[config.mk]
export PLATFORM = sky130hd
export DESIGN_NAME = speicher_arbiter
export DESIGN_NICKNAME = d
export VERILOG_FILES = /design/src/rtl/speicher_arbiter.sv
export SDC_FILE = /design/constraint.sdc
export NUM_CORES = 1
export LEC_CHECK = 0
export BUFFER_PORTS_ARGS = -buffer_cell sky130_fd_sc_hd__buf_2
export CORE_MARGIN = 2
export CORE_UTILIZATION = 48
export DETAILED_ROUTE_END_ITERATION = 10
export PLACE_DENSITY = 0.94
export SYNTH_ARGS = -nofsm -noshare
export SYNTH_HDL_FRONTEND = slang
export SYNTH_SLANG_ARGS = --single-unit
[constraint.sdc]
create_clock -name Clock -period 4.2 [get_ports Clock]
set_input_delay 0.84 -clock Clock [delete_from_list [all_inputs] [get_ports Clock]]
set_output_delay 0.84 -clock Clock [all_outputs]
set_load 0.1 [all_outputs]
[src/rtl/speicher_arbiter.sv]
// Two-port memory arbiter: CPU fetch port and data port share one single-ported memory.
// Optional macro ARBITER_ROUND_ROBIN_EN: round-robin tie-break instead of fixed data priority.
module speicher_arbiter #(
   parameter int ADRESS_BREITE = 32,
   parameter int DATEN_BREITE  = 32
) (
   input  logic                     Clock,
   input  logic                     Reset,
   input  logic [ADRESS_BREITE-1:0] InstruktionAdresse,
   input  logic                     LeseInstruktion,
   output logic [DATEN_BREITE-1:0]  Instruktion,
   output logic                     InstruktionGeladen,
   input  logic [ADRESS_BREITE-1:0] DatenAdresse,
   input  logic [DATEN_BREITE-1:0]  DatenRaus,
   input  logic                     LeseDaten,
   input  logic                     SchreibeDaten,
   output logic [DATEN_BREITE-1:0]  DatenRein,
   output logic                     DatenGeladen,
   output logic                     DatenGespeichert,
   output logic [ADRESS_BREITE-1:0] SpeicherAdresse,
   output logic [DATEN_BREITE-1:0]  SpeicherSchreibDaten,
   input  logic [DATEN_BREITE-1:0]  SpeicherLeseDaten,
   output logic                     SpeicherLesen,
   output logic                     SpeicherSchreiben,
   input  logic                     SpeicherFertig,
   output logic                     Belegt
);

   typedef enum logic [1:0] {LEERLAUF, INSTR, DATEN, ABSCHLUSS} zustandT;

   zustandT zustand, naechsterZustand;
   logic    datenAnfrage;
   logic    waehleDaten;
   logic    waehleInstr;

`ifdef ARBITER_ROUND_ROBIN_EN
   logic instrZuletzt;

   // Set means the fetch port was granted last; reset value hands the first tie to data.
   always_ff @(posedge Clock) begin
      if (Reset) begin
         instrZuletzt <= 1'b1;
      end else if (zustand == LEERLAUF) begin
         if (waehleDaten)
            instrZuletzt <= 1'b0;
         else if (waehleInstr)
            instrZuletzt <= 1'b1;
      end
   end

   always_comb begin
      datenAnfrage = LeseDaten | SchreibeDaten;
      waehleDaten  = datenAnfrage & (~LeseInstruktion | instrZuletzt);
      waehleInstr  = LeseInstruktion & ~waehleDaten;
   end
`else
   always_comb begin
      datenAnfrage = LeseDaten | SchreibeDaten;
      waehleDaten  = datenAnfrage;
      waehleInstr  = LeseInstruktion & ~waehleDaten;
   end
`endif

   always_ff @(posedge Clock) begin
      if (Reset)
         zustand <= LEERLAUF;
      else
         zustand <= naechsterZustand;
   end

   always_comb begin
      naechsterZustand = zustand;
      case (zustand)
         LEERLAUF: begin
            if (waehleDaten)
               naechsterZustand = DATEN;
            else if (waehleInstr)
               naechsterZustand = INSTR;
         end
         INSTR, DATEN: begin
            if (SpeicherFertig)
               naechsterZustand = ABSCHLUSS;
         end
         ABSCHLUSS: naechsterZustand = LEERLAUF;
         default:   naechsterZustand = LEERLAUF;
      endcase
   end

   always_ff @(posedge Clock) begin
      if (Reset) begin
         SpeicherAdresse      <= '0;
         SpeicherSchreibDaten <= '0;
         SpeicherLesen        <= 1'b0;
         SpeicherSchreiben    <= 1'b0;
         Instruktion          <= '0;
         DatenRein            <= '0;
         InstruktionGeladen   <= 1'b0;
         DatenGeladen         <= 1'b0;
         DatenGespeichert     <= 1'b0;
      end else begin
         InstruktionGeladen <= 1'b0;
         DatenGeladen       <= 1'b0;
         DatenGespeichert   <= 1'b0;
         case (zustand)
            LEERLAUF: begin
               if (waehleDaten) begin
                  SpeicherAdresse      <= DatenAdresse;
                  SpeicherSchreibDaten <= DatenRaus;
                  SpeicherSchreiben    <= SchreibeDaten;
                  SpeicherLesen        <= ~SchreibeDaten;
               end else if (waehleInstr) begin
                  SpeicherAdresse <= InstruktionAdresse;
                  SpeicherLesen   <= 1'b1;
               end
            end
            INSTR: begin
               if (SpeicherFertig) begin
                  SpeicherLesen      <= 1'b0;
                  Instruktion        <= SpeicherLeseDaten;
                  InstruktionGeladen <= 1'b1;
               end
            end
            DATEN: begin
               if (SpeicherFertig) begin
                  SpeicherLesen     <= 1'b0;
                  SpeicherSchreiben <= 1'b0;
                  if (SpeicherSchreiben) begin
                     DatenGespeichert <= 1'b1;
                  end else begin
                     DatenRein    <= SpeicherLeseDaten;
                     DatenGeladen <= 1'b1;
                  end
               end
            end
            default: ;
         endcase
      end
   end

   assign Belegt = (zustand != LEERLAUF);

endmodule
==> results of run 1 <==
## synth_stat cells, drive strengths merged
library cell,instances
a311oi,32
a211oi,1
nor3b,2
and2,1
nor4b,2
nand3b,1
nand2,227
nor3,1
inv,5
a2111oi,1
o21ai,35
nor2,37
or4b,1
o31ai,1
dfxtp,135
buf,28
ha,5
clkbuf,25
and3b,1
and2b,2
a21oi,98
o21a,1
o31a,1
or2,1
or4,1
o311ai,1
## power by group through the flow
stage | clock [mW] | sequential [mW] | combinational (mW)
6_report | 1.41 | 1.72 | 3.31
5_1_grt | 1.50 | 1.74 | 3.46
4_1_cts | 1.43 | 1.71 | 3.31
3_5_place_dp | 0 | 1.73 | 3.31
3_3_place_gp | 0 | 1.73 | 3.27
2_1_floorplan | 0 | 3.71 | 0.813
## per-layer routing
layer  track usage [%]  wire (microns)  up-vias
met4             11.22             424        0
li1                  -               -     2645
met3             8.085            1271       38
met1             27.95            5737     2457
met5                 0               0        -
met2             46.88            7570      266
## registers in the layout, indices dropped and copies added, names as in the netlist
name	count
DatenGeladen	1
DatenGespeichert	1
DatenRein	32
Instruktion	32
InstruktionGeladen	1
SpeicherAdresse	32
SpeicherLesen	1
SpeicherSchreibDaten	32
SpeicherSchreiben	1
zustand	2
## worst max-delay path: stages, from the launching register on
cell and delay [ns]:
dfxtp_1 0.37, inv_1 0.09, ha_1 0.27, inv_1 0.09, buf_2 0.44
## cell families (layout without fill, tap and decap cells)
| logic type | count (synthesis) | in the layout | share of synthesized area, % |
|---|---|---|---|
| compound gates | 171 | 171 | 19.48 |
| fa+ha+maj | 5 | 5 | 1.225 |
| buf+inv | 58 | 313 | 4.852 |
| flops | 135 | 135 | 52.93 |
| simple gates | 277 | 277 | 21.51 |
## final timing paths
| path | from | end | depth (start not counted) |
|---|---|---|---|
| max | zustand[1] | Belegt | 4 |
| min | Instruktion[14] | Instruktion[14] | 2 |
| max reg2reg | zustand[0] | SpeicherAdresse[9] | 5 |
| min reg2reg | Instruktion[14] | Instruktion[14] | 2 |
## through the flow
stage	instances	total power, mW	hold WS (ns)
after floorplan	646	4.526	0.4825
after global placement	1005	4.998	0.4387
after detailed placement	1005	5.042	0.4441
after CTS	1037	6.461	0.4524
after global routing	1037	6.709	0.4665
final	1037	6.433	0.4493
## layout make-up
type,count,area [sq um]
Inverter,5,18.77
Clock buffer,18,417.9
Tap cell,136,170.2
Multi-Input combinational cell,453,2161
Timing Repair Buffer,276,1406
Fill cell,848,3296
Sequential cell,135,2703
Clock inverter,14,151.4
==> impl_metrics.csv, run 1 <==
group,metric,value,unit
run_status,run_status,"completed",
cells_and_area,fraction_of_final_layout_cells_sized_beyond_drive_strength_1,34.63,%
cells_and_area,area.growth.synth_to_final,37.64,%
place,placed_wire_length_estimate_after_detailed_placement,10430,microns
cells_and_area,nNetsFinal,1027,
grt,grt_pass1_vias,5027,
timing,timing.fmax,381.3,MHz
grt,grt_usage,26.06,%
detailed_routing,viasPerCell,5.213,
worst_setup_path,start_kind,"flip-flop",
timing,postLayoutSetupSlackWorst,1.578,ns
pwr,share_seq_of_total_power,26.7,%
timing,tns,0,ns
grt,globalRoute.totalOverflow,0,
pwr,switchingPower,3.484,mW
cts,root_buffer,"clkbuf_8",
cts,cts_tree,"built",
cts,cts_repair_resize_count,0,
synthesis,synth.area.top_cells,"dfxtp_1 (53%), nand2_1 (17%), a21oi_1 (9.6%), a311oi_1 (5.5%), o21ai_0 (3.3%)",
timing,period_needed,2.622,ns
floorplan,die_x,107.1,microns
place,dp_worst_setup_slack,1.334,ns
synthesis,synth.yosys.seq_area_share,52.93,%
synthesis,synth.net_count,785,
pwr,sw_frac_of_total,54.16,%
synthesis,synth.avg_cell_area,7.904,sq um
synthesis,post-synth-top-area-fraction,52.93,%
pwr,p_leak,3.254,nW
synthesis,synth.yosys.warnings,0,
cells_and_area,most_common_cell_after_layout_fill_and_taps_aside,"buf_2",
timing,relative_slew_margins,26.40,%
floorplan,die_y,107.1,microns
timing,tightest_slew,1.104,ns
worst_setup_path,critical_path.max_fanout,6,
floorplan,ios,268,
synthesis,yosys_register_bits,135,
synthesis,synth.lib_cells_used.distinct,31,
floorplan,core_area,10320,sq um
synthesis,number_of_standard_cells_after_synthesis,646,
floorplan,die_area,11480,sq um
detailed_routing,drt_first_iter_violations,360,
grt,number_of_antenna_violations_at_the_first_check_in_global_routing,0,
synthesis,syn_area,5106,sq um
timing,timing_hold_violations_final,0,
worst_setup_path,crit_arrival,1.78,ns
timing,setup_viol,0,
timing,fin_skew,0.01016,ns
cells_and_area,layout.cells.most_common_list,"buf_2 (266), nand2_1 (227), dfxtp_1 (135)",
detailed_routing,wl_per_cell,14.47,microns
floorplan,initial_core_util,49.46,%
pwr,power_per_cell_area,915.3,nW/um^2
worst_setup_path,setup.reg_to_reg.worst_slack,2.07,ns
cells_and_area,n_antenna_cell,0,
worst_setup_path,critPathRequiredTime,3.36,ns
floorplan,fp-row-count,37,
synthesis,synth_largest_area_cell,"dfxtp_1",
pwr,worst_ir_drop_vdd,606.4,uV
cts,post_cts_hold_buffer_count,0,
cts,clkSinkCount,135,
cts,cts.path.max_buffers,2,
grt,grt_max_degree,78,
cts,cts_inserted_buffers,17,
place,routabilityCongestion,0.7860,
timing,maxSlewViolCount,0,
detailed_routing,via_count,5406,
pwr,power.clock.fraction,21.9,%
detailed_routing,detail-route-antenna-nets,0,
cts,h_tree_depth,4,
detailed_routing,route.detailed.drc,0,
place,placed_cell_area,6459,sq um
pwr,power.share.combinational,51.4,%
cells_and_area,fin_area,7028,sq um
detailed_routing,detail_route.wirelength,15000,microns
worst_setup_path,setup.worst_path.class,"flip-flop to output port",
cts,worstSkewPairLatency,0.53,ns
cells_and_area,layout_utilization,68.08,%
worst_setup_path,timing.critical_path.to_type,"output port",
detailed_routing,drt_first_pass_iters,5,
job,max_cap_viol_count,0,
cts,worst_setup_hold_path_clk_slew,0.06,ns
pwr,power.internal,2.949,mW
min_path,worstHoldPathType,"flip-flop to flip-flop",
place,port_buffers,267,
timing,grt_setup_unrepaired,"false",
grt,grt_first_pass_wirelength,23530,microns
timing,final_clock_period_utilization_by_the_worst_path,62.44,%
cts,postCtsSetupBuffers,0,
Power figures use the tool's default switching activity.
==> inputs of run 2 (changes only) <==
Settings changed: CORE_UTILIZATION 48 to 45, PLACE_DENSITY 0.94 to 0.9.
Clock period 4.2 ns to 2.65 ns, I/O delays scaled along.
==> impl_metrics.csv, run 2 (same netlist as run 1, synthesis figures left out) <==
group,metric,value,unit
cells_and_area,n_fill_cell,907,
floorplan,die_x,110.5,microns
place,port_buffers,267,
run_status,run_status,"completed",
job,max_cap_viol_count,0,
detailed_routing,drt_first_iter_violations,516,
worst_setup_path,critical_path.max_fanout,6,
floorplan,die_y,110.5,microns
detailed_routing,route.detailed.drc,0,
worst_setup_path,crit_path_cell_trace,"inv_1 > ha_1 > inv_1 > buf_2",
cts,worst_setup_hold_path_clk_slew,0.06,ns
pwr,p_leak,3.266,nW
cts,clkSinkCount,135,
floorplan,initial_core_util,46.69,%
floorplan,fp-row-count,38,
timing,maxSlewViolCount,0,
cts,postCtsSetupBuffers,0,
timing,fin_hold_ws,0.3531,ns
worst_setup_path,critical_path_max_stage_delay,0.44,ns
grt,grt_pass1_vias,4937,
cts,root_buffer,"clkbuf_16",
worst_setup_path,crit_path_start,"zustand[1]",
timing,grt_setup_unrepaired,"false",
grt,globalRoute.totalOverflow,0,
detailed_routing,via_count,5398,
worst_setup_path,critPathRequiredTime,2.12,ns
timing,setup_viol,0,
timing,period_needed,2.242,ns
detailed_routing,detail-route-antenna-nets,0,
cells_and_area,layout_utilization,64.47,%
timing,final_clock_period_utilization_by_the_worst_path,84.62,%
place,routabilityCongestion,0.8329,
floorplan,ios,268,
pwr,power_per_cell_area,1440,nW/um^2
grt,grt_max_degree,57,
pwr,worst_ir_drop_vdd,1119,uV
min_path,worst_hold_startpoint,"DatenRaus[17]",
min_path,worst_hold_path_cells,3,
cells_and_area,area.growth.synth_to_final,38.08,%
place,placed_wire_length_estimate_after_detailed_placement,10410,microns
pwr,total_power,10.15,mW
cts,worstSkewPairLatency,0.41,ns
grt,number_of_antenna_violations_at_the_first_check_in_global_routing,0,
cells_and_area,nNetsFinal,1031,
cts,cts.path.max_buffers,2,
cts,cts_repair_resize_count,0,
worst_setup_path,timing.critical_path.to_type,"output port",
worst_setup_path,start_kind,"flip-flop",
detailed_routing,detail_route.wirelength,15090,microns
detailed_routing,viasPerCell,5.166,
min_path,worstHoldPathType,"primary input to flip-flop",
detailed_routing,drt_first_pass_iters,5,
worst_setup_path,critPathMostFrequentCell,"inv_1",
timing,tns,0,ns
detailed_routing,wl_per_cell,14.44,microns
timing,fin_skew,0.007770,ns
worst_setup_path,critical-path-slowest-cell,"buf_2",
worst_setup_path,setup.worst_path.class,"flip-flop to output port",
place,placed_cell_area,6519,sq um
floorplan,die_area,12210,sq um
cts,post_cts_hold_buffer_count,0,
cts,cts_tree,"built",
worst_setup_path,crit_arrival,1.71,ns
cts,h_tree_depth,4,
grt,grt_first_pass_wirelength,23910,microns
timing,tightest_slew,0.6125,ns
worst_setup_path,r2r-start,"zustand[0]",
worst_setup_path,r2r_cells,6,
cells_and_area,most_common_cell_after_layout_fill_and_taps_aside,"buf_2",
floorplan,core_area,10940,sq um
cells_and_area,layout.cells.most_common_list,"buf_2 (266), nand2_1 (227), dfxtp_1 (135)",
grt,grt_usage,23.80,%
timing,timing_hold_violations_final,0,
cells_and_area,n_antenna_cell,0,
timing,relative_slew_margins,59.17,%
cells_and_area,fin_area,7051,sq um
cts,cts_inserted_buffers,17,
timing,timing.fmax,446.0,MHz
cells_and_area,fraction_of_final_layout_cells_sized_beyond_drive_strength_1,34.92,%
run 2: worst max-delay path, delay by kind of cell, from the launching register on:
kind       cells  cell delay (ns)
flops          1             0.37
buf+inv        3             0.66
fa+ha+maj      1             0.26
run 2: metal layers:
layer	track usage [%]	share of wire [%]	vias up
met2	41.92	51	289
met1	28.60	40	2428
met4	8.083	1.3	0
met5	0	0	-
met3	5.324	7.8	21
li1	-	-	2660
run 2: area by class of cell:
| type | count | area (sq um) | area share (%) |
|---|---|---|---|
| well taps | 140 | 175.2 | 2.484 |
| repair buffers | 280 | 1461 | 20.73 |
| inverters | 5 | 18.77 | 0.2662 |
| clock buffers | 18 | 429.2 | 6.087 |
| flip-flops and latches | 135 | 2703 | 38.33 |
| clock inverters | 14 | 102.6 | 1.455 |
| multi-input cells | 453 | 2161 | 30.65 |
run 2: worst paths after layout:
path | slack, ns | endpoint
min reg2reg | 0.45 | DatenRein[29]
min | 0.35 | SpeicherSchreibDaten[17]
max reg2reg | 0.75 | SpeicherAdresse[15]
max | 0.41 | Belegt
run 2: power breakdown:
group | switching, mW | total, mW | internal, mW
clock | 0.916 | 2.12 | 1.20
sequential | 0.234 | 2.72 | 2.49
combinational | 4.43 | 5.31 | 0.880
run 2: through the flow:
stage | worst slack [ns] | instances
floorplan | 0.8314 | 646
global route | 0.3282 | 1045
global placement | 0.7846 | 1013
CTS | 0.3657 | 1045
finish | 0.4077 | 1045
detailed placement | 0.7056 | 1013
